==> src/rtl/fifo_pkg.sv <==
// ----------------------------------------------------------------------------
// fifo_pkg
// Shared definitions for the FIFO read-side stream master.
//   DEF_WIDTH     : default data word width, shared with the fifo block
//   rd_state_e    : reader FSM state (IDLE / HOLD / STALL)
//   state_bits    : helper that turns a state into its debug encoding
// ----------------------------------------------------------------------------
package fifo_pkg;

  localparam int DEF_WIDTH = 32;

  // IDLE  : hold slot empty
  // HOLD  : hold slot full, waiting for a successor, burst end or timeout
  // STALL : hold slot full and the output word was refused by downstream
  typedef enum logic [1:0] {
    IDLE  = 2'd0,
    HOLD  = 2'd1,
    STALL = 2'd2
  } rd_state_e;

  function automatic logic [1:0] state_bits(input rd_state_e s);
    return 2'(s);
  endfunction

endpackage

==> src/rtl/fifo_stream_reader.sv <==
// ----------------------------------------------------------------------------
// fifo_stream_reader
// Drains a first-word-fall-through FIFO into a valid/ready stream and frames
// the words into bursts. A burst closes after BURST_LEN words, or early when
// the FIFO stays empty for TIMEOUT consecutive cycles while a word is held.
//
// Ports
//   clk             : clock, all logic on its rising edge
//   rst             : asynchronous active-high reset
//   o_fifo_rd_en    : pop request to the FIFO (never asserted when empty)
//   i_fifo_rd_data  : FIFO head word
//   i_fifo_empty    : FIFO empty flag
//   o_vld           : output word valid
//   o_data          : output word
//   o_last          : last word of its burst, qualified by o_vld
//   i_rdy           : downstream ready
//   o_idle          : no word held internally
//   o_dbg_state     : current FSM state (rd_state_e encoding)
//
// Handshake: a word transfers on every rising edge where o_vld && i_rdy.
// Once o_vld is high, o_data/o_last stay constant until that transfer.
//
// Datapath: hold slot H (one word of look-ahead) feeds output slot O. A word
// waits in H until its successor is visible in the FIFO, so its last flag is
// known when it moves into O.
// ----------------------------------------------------------------------------
module fifo_stream_reader
  import fifo_pkg::*;
#(
  parameter int WIDTH     = DEF_WIDTH,
  parameter int BURST_LEN = 16,
  parameter int TIMEOUT   = 8
) (
  input  logic             clk,
  input  logic             rst,
  output logic             o_fifo_rd_en,
  input  logic [WIDTH-1:0] i_fifo_rd_data,
  input  logic             i_fifo_empty,
  output logic             o_vld,
  output logic [WIDTH-1:0] o_data,
  output logic             o_last,
  input  logic             i_rdy,
  output logic             o_idle,
  output logic [1:0]       o_dbg_state
);

  localparam int BW = $clog2(BURST_LEN);
  localparam int IW = $clog2(TIMEOUT + 1);

  localparam logic [BW-1:0] BEAT_MAX = BW'(BURST_LEN - 1);
  localparam logic [IW-1:0] IDLE_MAX = IW'(TIMEOUT);

  // Registers
  rd_state_e        r_state;
  logic [WIDTH-1:0] r_h_data;
  logic             r_o_vld;
  logic [WIDTH-1:0] r_o_data;
  logic             r_o_last;
  logic [BW-1:0]    r_beat_cnt;
  logic [IW-1:0]    r_idle_cnt;

  // Combinational
  rd_state_e        w_state_nxt;
  logic             w_h_vld;
  logic             w_h_vld_nxt;
  logic             w_o_vld_nxt;
  logic             w_o_free;
  logic             w_burst_end;
  logic             w_timed_out;
  logic             w_h_move;
  logic             w_last;
  logic             w_pop;

  // H is occupied in every state except IDLE.
  assign w_h_vld     = (r_state != IDLE);

  assign w_o_free    = !r_o_vld || i_rdy;
  assign w_burst_end = (r_beat_cnt == BEAT_MAX);
  assign w_timed_out = (r_idle_cnt == IDLE_MAX);

  // H's word may leave once its fate is known: it closes the burst by count,
  // a successor is visible, or the FIFO has been empty long enough.
  assign w_h_move = w_h_vld && w_o_free &&
                    (w_burst_end || !i_fifo_empty || w_timed_out);

  // Burst-length end wins over everything; otherwise a word is last only
  // when it leaves because of the timeout with nothing behind it.
  assign w_last = w_burst_end || (i_fifo_empty && w_timed_out);

  // Refill H whenever it is empty or being vacated this cycle. Gated by rst
  // so no word is consumed while the block is held in reset.
  assign w_pop = !rst && !i_fifo_empty && (!w_h_vld || w_h_move);

  // --------------------------------------------------------------------------
  // FSM next state and slot occupancy
  // --------------------------------------------------------------------------
  always_comb begin
    w_h_vld_nxt = w_h_vld;
    w_o_vld_nxt = r_o_vld;
    w_state_nxt = r_state;

    // A pop in the same cycle as a move replaces H rather than emptying it.
    if (w_pop) begin
      w_h_vld_nxt = 1'b1;
    end else if (w_h_move) begin
      w_h_vld_nxt = 1'b0;
    end

    if (w_h_move) begin
      w_o_vld_nxt = 1'b1;
    end else if (r_o_vld && i_rdy) begin
      w_o_vld_nxt = 1'b0;
    end

    case (r_state)
      IDLE: begin
        if (w_pop) begin
          w_state_nxt = (r_o_vld && !i_rdy) ? STALL : HOLD;
        end
      end
      HOLD, STALL: begin
        if (!w_h_vld_nxt) begin
          w_state_nxt = IDLE;
        end else if (r_o_vld && !i_rdy) begin
          // O refused its word, so H could not move this cycle.
          w_state_nxt = STALL;
        end else begin
          w_state_nxt = HOLD;
        end
      end
      default: begin
        w_state_nxt = IDLE;
      end
    endcase
  end

  // --------------------------------------------------------------------------
  // State, slots and counters
  // --------------------------------------------------------------------------
  always_ff @(posedge clk or posedge rst) begin
    if (rst) begin
      r_state    <= IDLE;
      r_h_data   <= '0;
      r_o_vld    <= 1'b0;
      r_o_data   <= '0;
      r_o_last   <= 1'b0;
      r_beat_cnt <= '0;
      r_idle_cnt <= '0;
    end else begin
      r_state <= w_state_nxt;
      r_o_vld <= w_o_vld_nxt;

      if (w_pop) begin
        r_h_data <= i_fifo_rd_data;
      end

      if (w_h_move) begin
        r_o_data   <= r_h_data;
        r_o_last   <= w_last;
        r_beat_cnt <= w_last ? '0 : r_beat_cnt + 1'b1;
      end

      // Counts cycles a held word has seen an empty FIFO; saturates so it
      // keeps signalling timeout while downstream is stalled.
      if (!i_fifo_empty || w_h_move) begin
        r_idle_cnt <= '0;
      end else if (w_h_vld && !w_timed_out) begin
        r_idle_cnt <= r_idle_cnt + 1'b1;
      end
    end
  end

  assign o_fifo_rd_en = w_pop;
  assign o_vld        = r_o_vld;
  assign o_data       = r_o_data;
  assign o_last       = r_o_last;
  assign o_idle       = !w_h_vld && !r_o_vld;
  assign o_dbg_state  = state_bits(r_state);

endmodule

==> config.mk <==
export PLATFORM = sky130hd
export DESIGN_NAME = fifo_stream_reader
export DESIGN_NICKNAME = d
export VERILOG_FILES = /design/src/rtl/fifo_pkg.sv /design/src/rtl/fifo_stream_reader.sv
export SDC_FILE = /design/constraint.sdc
export NUM_CORES = 1
export LEC_CHECK = 0
export ABC_CLOCK_PERIOD_IN_PS = 2900
export CORE_MARGIN = 2
export CORE_UTILIZATION = 55
export DETAILED_ROUTE_END_ITERATION = 7
export DONT_BUFFER_PORTS = 1
export PLACE_DENSITY = 0.77
export SETUP_SLACK_MARGIN = 0.4
export SLEW_MARGIN = 10
export SYNTH_ARGS = -nofsm -noshare
export SYNTH_HDL_FRONTEND = slang
export SYNTH_SLANG_ARGS = --single-unit
export TNS_END_PERCENT = 50
==> constraint.sdc <==
create_clock -name clk -period 2.9 [get_ports clk]
set_input_delay 0.435 -clock clk [delete_from_list [all_inputs] [get_ports clk]]
set_output_delay 0.435 -clock clk [all_outputs]
set_load 0.01 [all_outputs]
After elaboration in Yosys (flattened, before gate mapping)
Index checks and enable logic that the tools add are counted.
W data, S select, Z words.
Operators by class
  reduce and logical (&&, ||, !) cells: 26
  mux-type cells: 11
  equality and inequality tests: 5
  add/subtract/negate cells: 2
Operator list (count)
  $mux W4: 3
  $logic_and A1 B1 Y1: 9
  $add A4 B1 Y4 const B: 2
  $eq A4 B4 Y1 const B: 2
  $logic_not A1 Y1: 6
  $logic_or A1 B1 Y1: 6
  $mux W2: 3
  $reduce_bool A2 Y1: 3
  $mux W1: 4
  $pmux W2 S2: 1
  $eq A2 B1 Y1 const B: 1
  $eq A2 B2 Y1 const B: 1
  $logic_not A2 Y1: 1
  $ne A2 B2 Y1 const B: 1
  $reduce_or A2 Y1: 1
Word-level totals
  input bits: 36
  register bits after elaboration: 76
  logic and storage cells: 51

Longest topological paths before layout
Gate-level depths: netlist (run 1).
  depth after elaboration: 9
  gate-level depth with buffers: 9
  depth with buffers taken out: 6

Least setup slack after synthesis (run 1)
No wires, ideal clock.
  path kind: reg2reg
  from: reg r_idle_cnt[0]
  to: reg r_o_data[18], in the netlist o_data[18]
  cell stages (with the launch flop): 10
  path buffers: 3
  period minus slack after synthesis: 1.947 ns
  setup slack: 0.953 ns
  arrival: 1.822 ns
  cells stage by stage: dfrtp_1 inv_1 ha_1 and3b_1 buf_6 nor3b_4 nand2b_1 buf_6 buf_12 mux2_2
On the way
  longest elaborated chain between the ends: 3
RTL lines
  from (decl): line fifo_stream_reader.sv:60  | logic [IW-1:0] r_idle_cnt;
  from (signal assigned): line fifo_stream_reader.sv:168  | r_idle_cnt <= r_idle_cnt + 1'b1;
  $eq A4 B4 Y1: line fifo_stream_reader.sv:79  | assign w_timed_out = (r_idle_cnt == IDLE_MAX);
  $logic_or A1 B1 Y1: line fifo_stream_reader.sv:84  | (w_burst_end || !i_fifo_empty || w_timed_out);
  $logic_and A1 B1 Y1: line fifo_stream_reader.sv:83  | assign w_h_move = w_h_vld && w_o_free &&
  to (signal assigned): line fifo_stream_reader.sv:158  | r_o_data <= r_h_data;
  to (decl): line fifo_stream_reader.sv:57  | logic [WIDTH-1:0] r_o_data;
Every way passes these cells.
A chain may end at the register's enable or synchronous reset.

Final worst setup path (run 1)
  from: reg r_state[0], in the netlist o_dbg_state[0]
  to: out o_fifo_rd_en
On the way
  longest elaborated chain between the ends: 5
  elaborated cells on any way between the ends: 6
  classes of those cells: reduce/logical (6)
RTL lines
  from (decl): line fifo_stream_reader.sv:54  | rd_state_e r_state;
  from (signal assigned): line fifo_stream_reader.sv:150  | r_state <= w_state_nxt;
  $reduce_bool A2 Y1 (*): line fifo_stream_reader.sv:75  | assign w_h_vld = (r_state != IDLE);
  $logic_and A1 B1 Y1 (2 in series): line fifo_stream_reader.sv:83
  $logic_or A1 B1 Y1 (*): line fifo_stream_reader.sv:92  | assign w_pop = !rst && !i_fifo_empty && (!w_h_vld || w_h_move);
  $logic_and A1 B1 Y1 (*): line fifo_stream_reader.sv:92
  to (decl): line fifo_stream_reader.sv:36  | output logic o_fifo_rd_en,
Every way passes the cells marked *; elsewhere a longest branch is shown, timed or not.

==> run metrics, run 1 <==
met2 track demand over resource in global routing=26.30%; Setup CP Type=reg2out; total overflow reported by the global router=0; std cell rows=27; RSZ-0062 raised after global routing=no; most used routing layer=met2; CTS root buf=clkbuf_8; ordered cell list for the critical path=inv_1 -> ha_1 -> o21ai_4 -> buf_6 -> inv_1; leakage power figure=1.485 nW; top library cells by usage in the layout, fill and taps aside=dfrtp_1, mux2_2, nor2_1, clkbuf_8, inv_1; Most Frequent Cell on Critical Path=inv_1; clock buffers created by TritonCTS=9; final worst slack=625.7 ps; number of DRC violations after detailed-routing iteration 0=57; Top delay family on crit path=buffers and inverters; Worst Hold Class=in2async; most frequent standard cell in the layout excluding fill and tap cells=dfrtp_1; Total GRT Usage=17.81%; worst setup slack for register-to-register paths=830 ps; height of the die=79.51 um; P&R area growth vs syn=8.460%; number of endpoints with negative hold slack in the final report=0; Nets=263; Final min period=2274 ps; highest achievable clock rate=439.7 MHz; crit share post-route=78.42%; share of layout cells above drive strength 1=37.00%; routed length per instance=16.60 um; net count of the mapped netlist=256; starting density of the core=56.94%; Slowest cell on crit path=dfrtp_1; status=finished, final reports clean; DRT Pass-1 Iters=4; worst supply voltage drop on vdd=0.6364 mV; FFs w/ async S/R, synth=100.0%; worst setup timing slack at the placement stage=853.5 ps; clock latency of the later-clocked register in the worst-skew pair=330 ps; Post-DRT Antenna Nets=0; number of setup buffers added after CTS=0; buffers plus inverters on the worst setup path=3; Filler Cell Count=431; first-pass GRT wire length=8328 um; DRC violations left=0; transition time at the pin with the least slew margin=619.3 ps; Post-synth top flop=dfrtp_1; worst slew slack as a fraction of its limit=58.66%; Avg Inst Size Synth=14.58 um2; total negative setup slack=0 ps; largest net degree at the start of global routing=38; CTS tree=built; number of antenna violations at the first check in global routing=1; count of flip-flops with a built-in enable after synthesis=0; GR met1 Demand/Resource=22.50%; startpoint kind of the worst setup timing path=flip-flop; count of yosys warnings during synthesis=0; Routed Wire Length=4981 um; Crit path largest cell delay=440 ps; fin util=61.76%; I/O pin count=74; count of maximum capacitance violations=0; max-slew violation count=0; Synth Instances=215; largest fanout on the critical path=33; endpoint required time on the critical path=2470 ps; number of buffer cells added on primary ports=0; endpoints failing setup=0; total vias in the final route=1,660; worst clock skew on the final layout=10.32 ps; die area=6321 um2; Cell Pwr Density=1049 nW/um2; Cell Area, Synth=3136 um2; Arr. time, crit path=1840 ps; CTS H-tree depth=3; met3 track demand over resource=8.937%; area of the core region=5507 um2; total half-perimeter wirelength after legalization and detailed placement=3377 um; portion of the post-synthesis area used by sequential elements=60.65%; CP Capture Type=output pin; FF+latch count, synth=76; number of global-route vias before repair=1,713; width of the die=79.51 um; largest buffer count on any clock path=2; final weighted congestion in routability-driven placement=0.7331; unique cell type count in the Yosys netlist=34; TritonCTS Sinks=76; clock-pin slew of the registers on the worst-case setup and hold paths=80 ps; mean number of vias per cell=5.533
==> final cells by class <==
| type | count | area, um2 | area share, % |
|---|---|---|---|
| flip-flops and latches | 76 | 1902 | 55.92 |
| repair buffers | 6 | 48.80 | 1.435 |
| clock inverters | 4 | 73.82 | 2.171 |
| well taps | 72 | 90.09 | 2.649 |
| clock buffers | 12 | 135.1 | 3.974 |
| diodes | 1 | 2.502 | 0.07358 |
| inverters | 7 | 27.53 | 0.8094 |
| multi-input cells | 122 | 1121 | 32.97 |
==> path summary, 6_finish.rpt <==
| check | startpoint | endpoint | cells past startpoint |
|---|---|---|---|
| setup / recovery | o_dbg_state[0] | o_fifo_rd_en | 5 |
| hold / removal | rst | o_vld | 1 |
| setup reg to reg | r_idle_cnt[0] | o_data[25] | 7 |
| hold reg to reg | r_h_data[10] | o_data[10] | 1 |
| max in group asynchronous | rst | o_data[1] | 2 |
| min in group clk | i_fifo_empty | r_beat_cnt[3] | 1 |
==> metrics by stage <==
step	instance area (um2)	instances	total power, W	hold slack (ps)
floorplan	3136	215	0.002595	452.2
global placement	3186	283	0.002718	417.9
detailed placement	3186	283	0.002765	423.4
CTS	3395	299	0.003619	49.11
global route	3398	299	0.003819	75.16
finish	3401	300	0.003569	34.47
==> registers in the layout, summed over array words and instances, names as in the netlist <==
signal	count
o_data	32
r_h_data	32
r_beat_cnt	4
r_idle_cnt	4
o_dbg_state	2
o_last	1
o_vld	1
==> cells in the mapped netlist (2+ instances only) <==
cell type  instances  share of area (%)
dfrtp_1           76                 61
mux2_2            61                 22
nor2_1            11                1.3
inv_1              7               0.84
ha_1               5                2.0
o21ai_0            5               0.80
buf_2              4               0.64
mux2_1             4                1.4
nand2b_1           4               0.80
a21oi_1            3               0.48
buf_6              3                1.1
nand2_1            3               0.36
and3_1             2               0.40
buf_12             2                1.3
nand3_1            2               0.32
nand4b_1           2               0.56
nor2b_1            2               0.40
nor3_1             2               0.32
o211ai_1           2               0.48
==> power breakdown <==
| part | internal [W] | leakage, nW | switching, W | total (W) |
|---|---|---|---|---|
| clock | 0.000486 | 0.105 | 0.000356 | 0.000842 |
| combinational | 0.000501 | 0.474 | 0.000375 | 0.000876 |
| sequential | 0.00147 | 0.906 | 0.000382 | 0.00185 |
| total | 0.00246 | 1.48 | 0.00111 | 0.00357 |
==> repair_timing <==
action / 4_1_cts / 5_1_grt
hold buffers: 0 / 0
gates resized for setup: 0 / 1
endpoints found under the setup margin: 0 / 1
==> layer usage <==
metal  vias to the layer above  share of wire (%)
met5                         -                  0
met3                         4                9.4
met4                         0               0.80
met1                       831                 43
met2                        58                 47
li1                        767                  -
==> cells by family (layout without fill, tap and decap cells) <==
| group | count (synthesis) | count (layout) | synth area share [%] |
|---|---|---|---|
| flops | 76 | 76 | 60.65 |
| other cells | 0 | 1 | 0 |
| mux | 65 | 65 | 23.34 |
| xor+xnor | 2 | 2 | 0.5588 |
| fa+ha+maj | 5 | 5 | 1.995 |
| simple gates | 32 | 32 | 5.826 |
| buf+inv | 17 | 29 | 3.951 |
| compound gates | 18 | 18 | 3.671 |
Power figures use the tool's default switching activity.
==> run 2: changes to the inputs <==
--- a/config.mk
+++ b/config.mk
@@ -5,12 +5,13 @@
 export SDC_FILE = /design/constraint.sdc
 export NUM_CORES = 1
 export LEC_CHECK = 0
-export ABC_CLOCK_PERIOD_IN_PS = 2900
+export ABC_AREA = 1
+export ABC_CLOCK_PERIOD_IN_PS = 2050
 export CORE_MARGIN = 2
 export CORE_UTILIZATION = 55
 export DETAILED_ROUTE_END_ITERATION = 7
 export DONT_BUFFER_PORTS = 1
-export PLACE_DENSITY = 0.77
+export PLACE_DENSITY = 0.8
 export SETUP_SLACK_MARGIN = 0.4
 export SLEW_MARGIN = 10
 export SYNTH_ARGS = -nofsm -noshare
==> constraint.sdc (replaced) <==
create_clock -name clk -period 2.05 [get_ports clk]
set_input_delay 0.3075 -clock clk [delete_from_list [all_inputs] [get_ports clk]]
set_output_delay 0.3075 -clock clk [all_outputs]
set_load 0.01 [all_outputs]
==> run 2 against run 1 <==
Combinational power increased by 110%. Highest routed layer unchanged. Largest cell class unchanged. Sequential cell count unchanged. Critical path type unchanged. Clock-buffer cell count fell by 1. Final area is 7.8% higher. Critical endpoint unchanged. Die area increased by 0.26%.
==> run metrics, run 2 <==
largest buffer count on any clock path=2 (unchanged); area of the core region=5507 um2 (unchanged); unique cell type count in the Yosys netlist=24 (-29%); worst clock skew on the final layout=6.384 ps (-3.932 ps); clock buffers created by TritonCTS=9 (unchanged); share of layout cells above drive strength 1=22.16% (-15 points); max-slew violation count=0 (unchanged); transition time at the pin with the least slew margin=924.9 ps (+305.6 ps); CTS root buf=clkbuf_8; final worst slack=226.5 ps (-399.3 ps); FFs w/ async S/R, synth=100.0% (unchanged); number of antenna violations at the first check in global routing=0 (-1); Nets=397 (+51%); crit share post-route=88.95%; Post-CTS Hold Buffers=0 (unchanged); ranking of synthesized cells by instance count=nand2_1, dfrtp_1, inv_1; routed length per instance=14.21 um (-14%); internal power summed over all cells=0.003622 W (+48%); Synth Area in XOR/XNOR=0.8357% (+0.28 points); Setup CP Type=reg2out; CP Capture Type=output pin; status=finished, final reports clean; largest fanout on the critical path=3 (-91%); Post-synth top flop=dfrtp_1; combinational power share=31.7% (+7.2 points); Cell Pwr Density=1567 nW/um2 (+49%); total chip power=0.005742 W (+61%); Final min period=1824 ps; Routed Wire Length=6155 um (+24%); endpoint required time on the critical path=1740 ps (-730 ps); cell type with the highest aggregate area in the netlist=dfrtp_1; total negative setup slack=0 ps (unchanged); Cell Area, Synth=3144 um2 (+0.28%); total overflow reported by the global router=0 (unchanged); total half-perimeter wirelength after legalization and detailed placement=3777 um (+12%); share of power burned in registers=46.8% (-5.1 points); compound-gate portion of the synthesized area=8.993% (+5.3 points); top-count cell post-synth=nand2_1; portion of the post-synthesis area used by sequential elements=60.49% (-0.17 points); count of maximum capacitance violations=0 (unchanged); diode insertion count for antenna repair=0 (-1); number of buffer cells added on primary ports=0 (unchanged); largest cells by area after synthesis=dfrtp_1, nand2_1, inv_1; top library cells by usage in the layout, fill and taps aside=nand2_1, dfrtp_1, inv_1, o21ai_0, buf_4; main combinational cell family by area after synthesis=simple AND/OR/NAND/NOR gates; Post-Synth Simple-Gate Area=19.90% (+14 points); std cell rows=27 (unchanged); Worst Hold Class=in2reg; mean number of vias per cell=5.065 (-8.5%); I/O pin count=74 (unchanged); endpoints failing setup=0 (unchanged); Avg Inst Size Synth=9.386 um2 (-36%); final weighted congestion in routability-driven placement=0.7714 (+5.2%); Synth Instances=335 (+56%); most frequent standard cell in the layout excluding fill and tap cells=nand2_1; worst slew slack as a fraction of its limit=38.34% (-20 points); RSZ-0062 raised after global routing=yes; count of yosys warnings during synthesis=0 (unchanged); proportion of netlist area held by the largest area contributor=60.49% (-0.17 points); worst setup timing slack at the placement stage=217.5 ps (-636.0 ps); P&R area growth vs syn=16.55%; Seq. cell area=1904 um2 (+0.13%); Filler Cell Count=415 (-3.7%); net count of the mapped netlist=376 (+47%); FF+latch count, synth=76 (unchanged); final std cells w/o fill=433 (+44%); startpoint kind of the worst setup timing path=flip-flop; worst supply voltage drop on vdd=0.8141 mV (+28%); total vias in the final route=2,193 (+32%); number of global-route vias before repair=2,157 (+26%); first-pass GRT wire length=10,010 um (+20%); multiplexer fraction of the synthesized cell area=0% (-23 points); adder and majority cell fraction of the synthesized area=1.990% (-0.0056 points); clock network fraction of design power=21.5% (-2.1 points); clock latency of the later-clocked register in the worst-skew pair=340 ps (about the same); number of endpoints with negative hold slack in the final report=0 (unchanged); count of flip-flops with a built-in enable after synthesis=0 (unchanged); starting density of the core=57.10% (+0.16 points); height of the die=79.61 um (+0.13%); DRT Pass-1 Iters=4 (unchanged); clock-pin slew of the registers on the worst-case setup and hold paths=80 ps (about the same); Post-DRT Antenna Nets=0 (unchanged); leakage power figure=1.830 nW (+23%); width of the die=79.61 um (+0.13%); CTS H-tree depth=3 (unchanged); highest achievable clock rate=548.4 MHz; fraction of power spent switching nets=36.93% (+5.7 points); Total GRT Usage=21.02% (+3.2 points); switching power summed over all nets=0.002121 W (+90%); area of the multi-input gates=1084 um2 (-3.3%); TritonCTS Sinks=76 (unchanged); Post-Place Cells=399 (+41%); number of DRC violations after detailed-routing iteration 0=138 (+140%); DRC violations left=0 (unchanged); die area=6338 um2 (+0.26%); largest net degree at the start of global routing=77 (+100%); CTS tree=built; Arr. time, crit path=1520 ps (-320 ps)
run 2: cell types whose count changed in the layout (fill, tap and decap cells not counted), sizes merged, moves of 4 or more:
cell / previous run / this run
nand2: 3 / 131
o21ai: 6 / 45
nand3: 2 / 9
nand2b: 4 / 0
mux2: 65 / 0
inv: 6 / 37
buf: 6 / 22
run 2: cell type report:
class	instances	area share, %
repair buffers	22	5.497
repair inverters	1	0.1707
well taps	72	2.458
multi-input cells	208	29.57
clock inverters	5	2.048
clock buffers	11	3.858
flip-flops and latches	76	51.96
inverters	38	4.438
run 2: worst paths after layout:
check,slack [ps],depth (start not counted),to,from
max,230,8,o_fifo_rd_en,r_beat_cnt[1]
min,70,2,r_h_data[19],i_fifo_rd_data[19]
min in group asynchronous,210,2,o_data[20],rst
max in group asynchronous,1200,2,o_dbg_state[0],rst
min reg2reg,470,2,o_data[6],r_h_data[6]
max reg2reg,280,9,r_beat_cnt[0],r_idle_cnt[1]
run 2: cells by family after synthesis:
logic type      after synthesis
compound gates               48
flops                        76
xor+xnor                      3
simple gates                152
fa+ha+maj                     5
buf+inv                      51
run 2: what timing repair did:
action	in CTS	in global routing
buffers inserted	14	2
cloned	2	0
setup endpoints to repair	35	65
pin swaps	8	2
endpoints found under the hold margin	0	0
resized for setup	14	8
run 2: power groups by stage:
stage                     logic (W)  registers [W]  clock network (W)
after floorplan             0.00127        0.00260                  0
after global placement      0.00141        0.00269                  0
after detailed placement    0.00149        0.00271                  0
after CTS                   0.00174        0.00268            0.00125
after global routing        0.00210        0.00276            0.00131
final                       0.00182        0.00269            0.00123
run 2: through the flow:
stage | hold slack, ps | util, % | area, um2
2_1_floorplan | 411.4 | - | 3173
3_3_place_gp | 414.9 | 58.40 | 3216
3_5_place_dp | 417.1 | 58.40 | 3216
4_1_cts | 55.71 | 65.74 | 3620
5_1_grt | 61.56 | 66.55 | 3665
6_report | 70.00 | 66.55 | 3665
run 2: per-layer routing:
layer  part of all wire (%)  track usage, %  wire (um)  vias up
met5                      0               0          0        -
met1                     42           26.09       2586     1065
li1                       -               -          -     1075
met2                     52           34.54       3194       43
met3                    4.1           4.977        250       10
met4                    2.0           10.34        123        0
run 2: critical path: stages, from the launching register on:
cell and delay [ps]:
dfrtp_1 400, ha_2 200, nand3_2 90, nand3_4 90
nand2_4 90, nand2_4 70, nand2_8 90, inv_12 30
buf_6 110
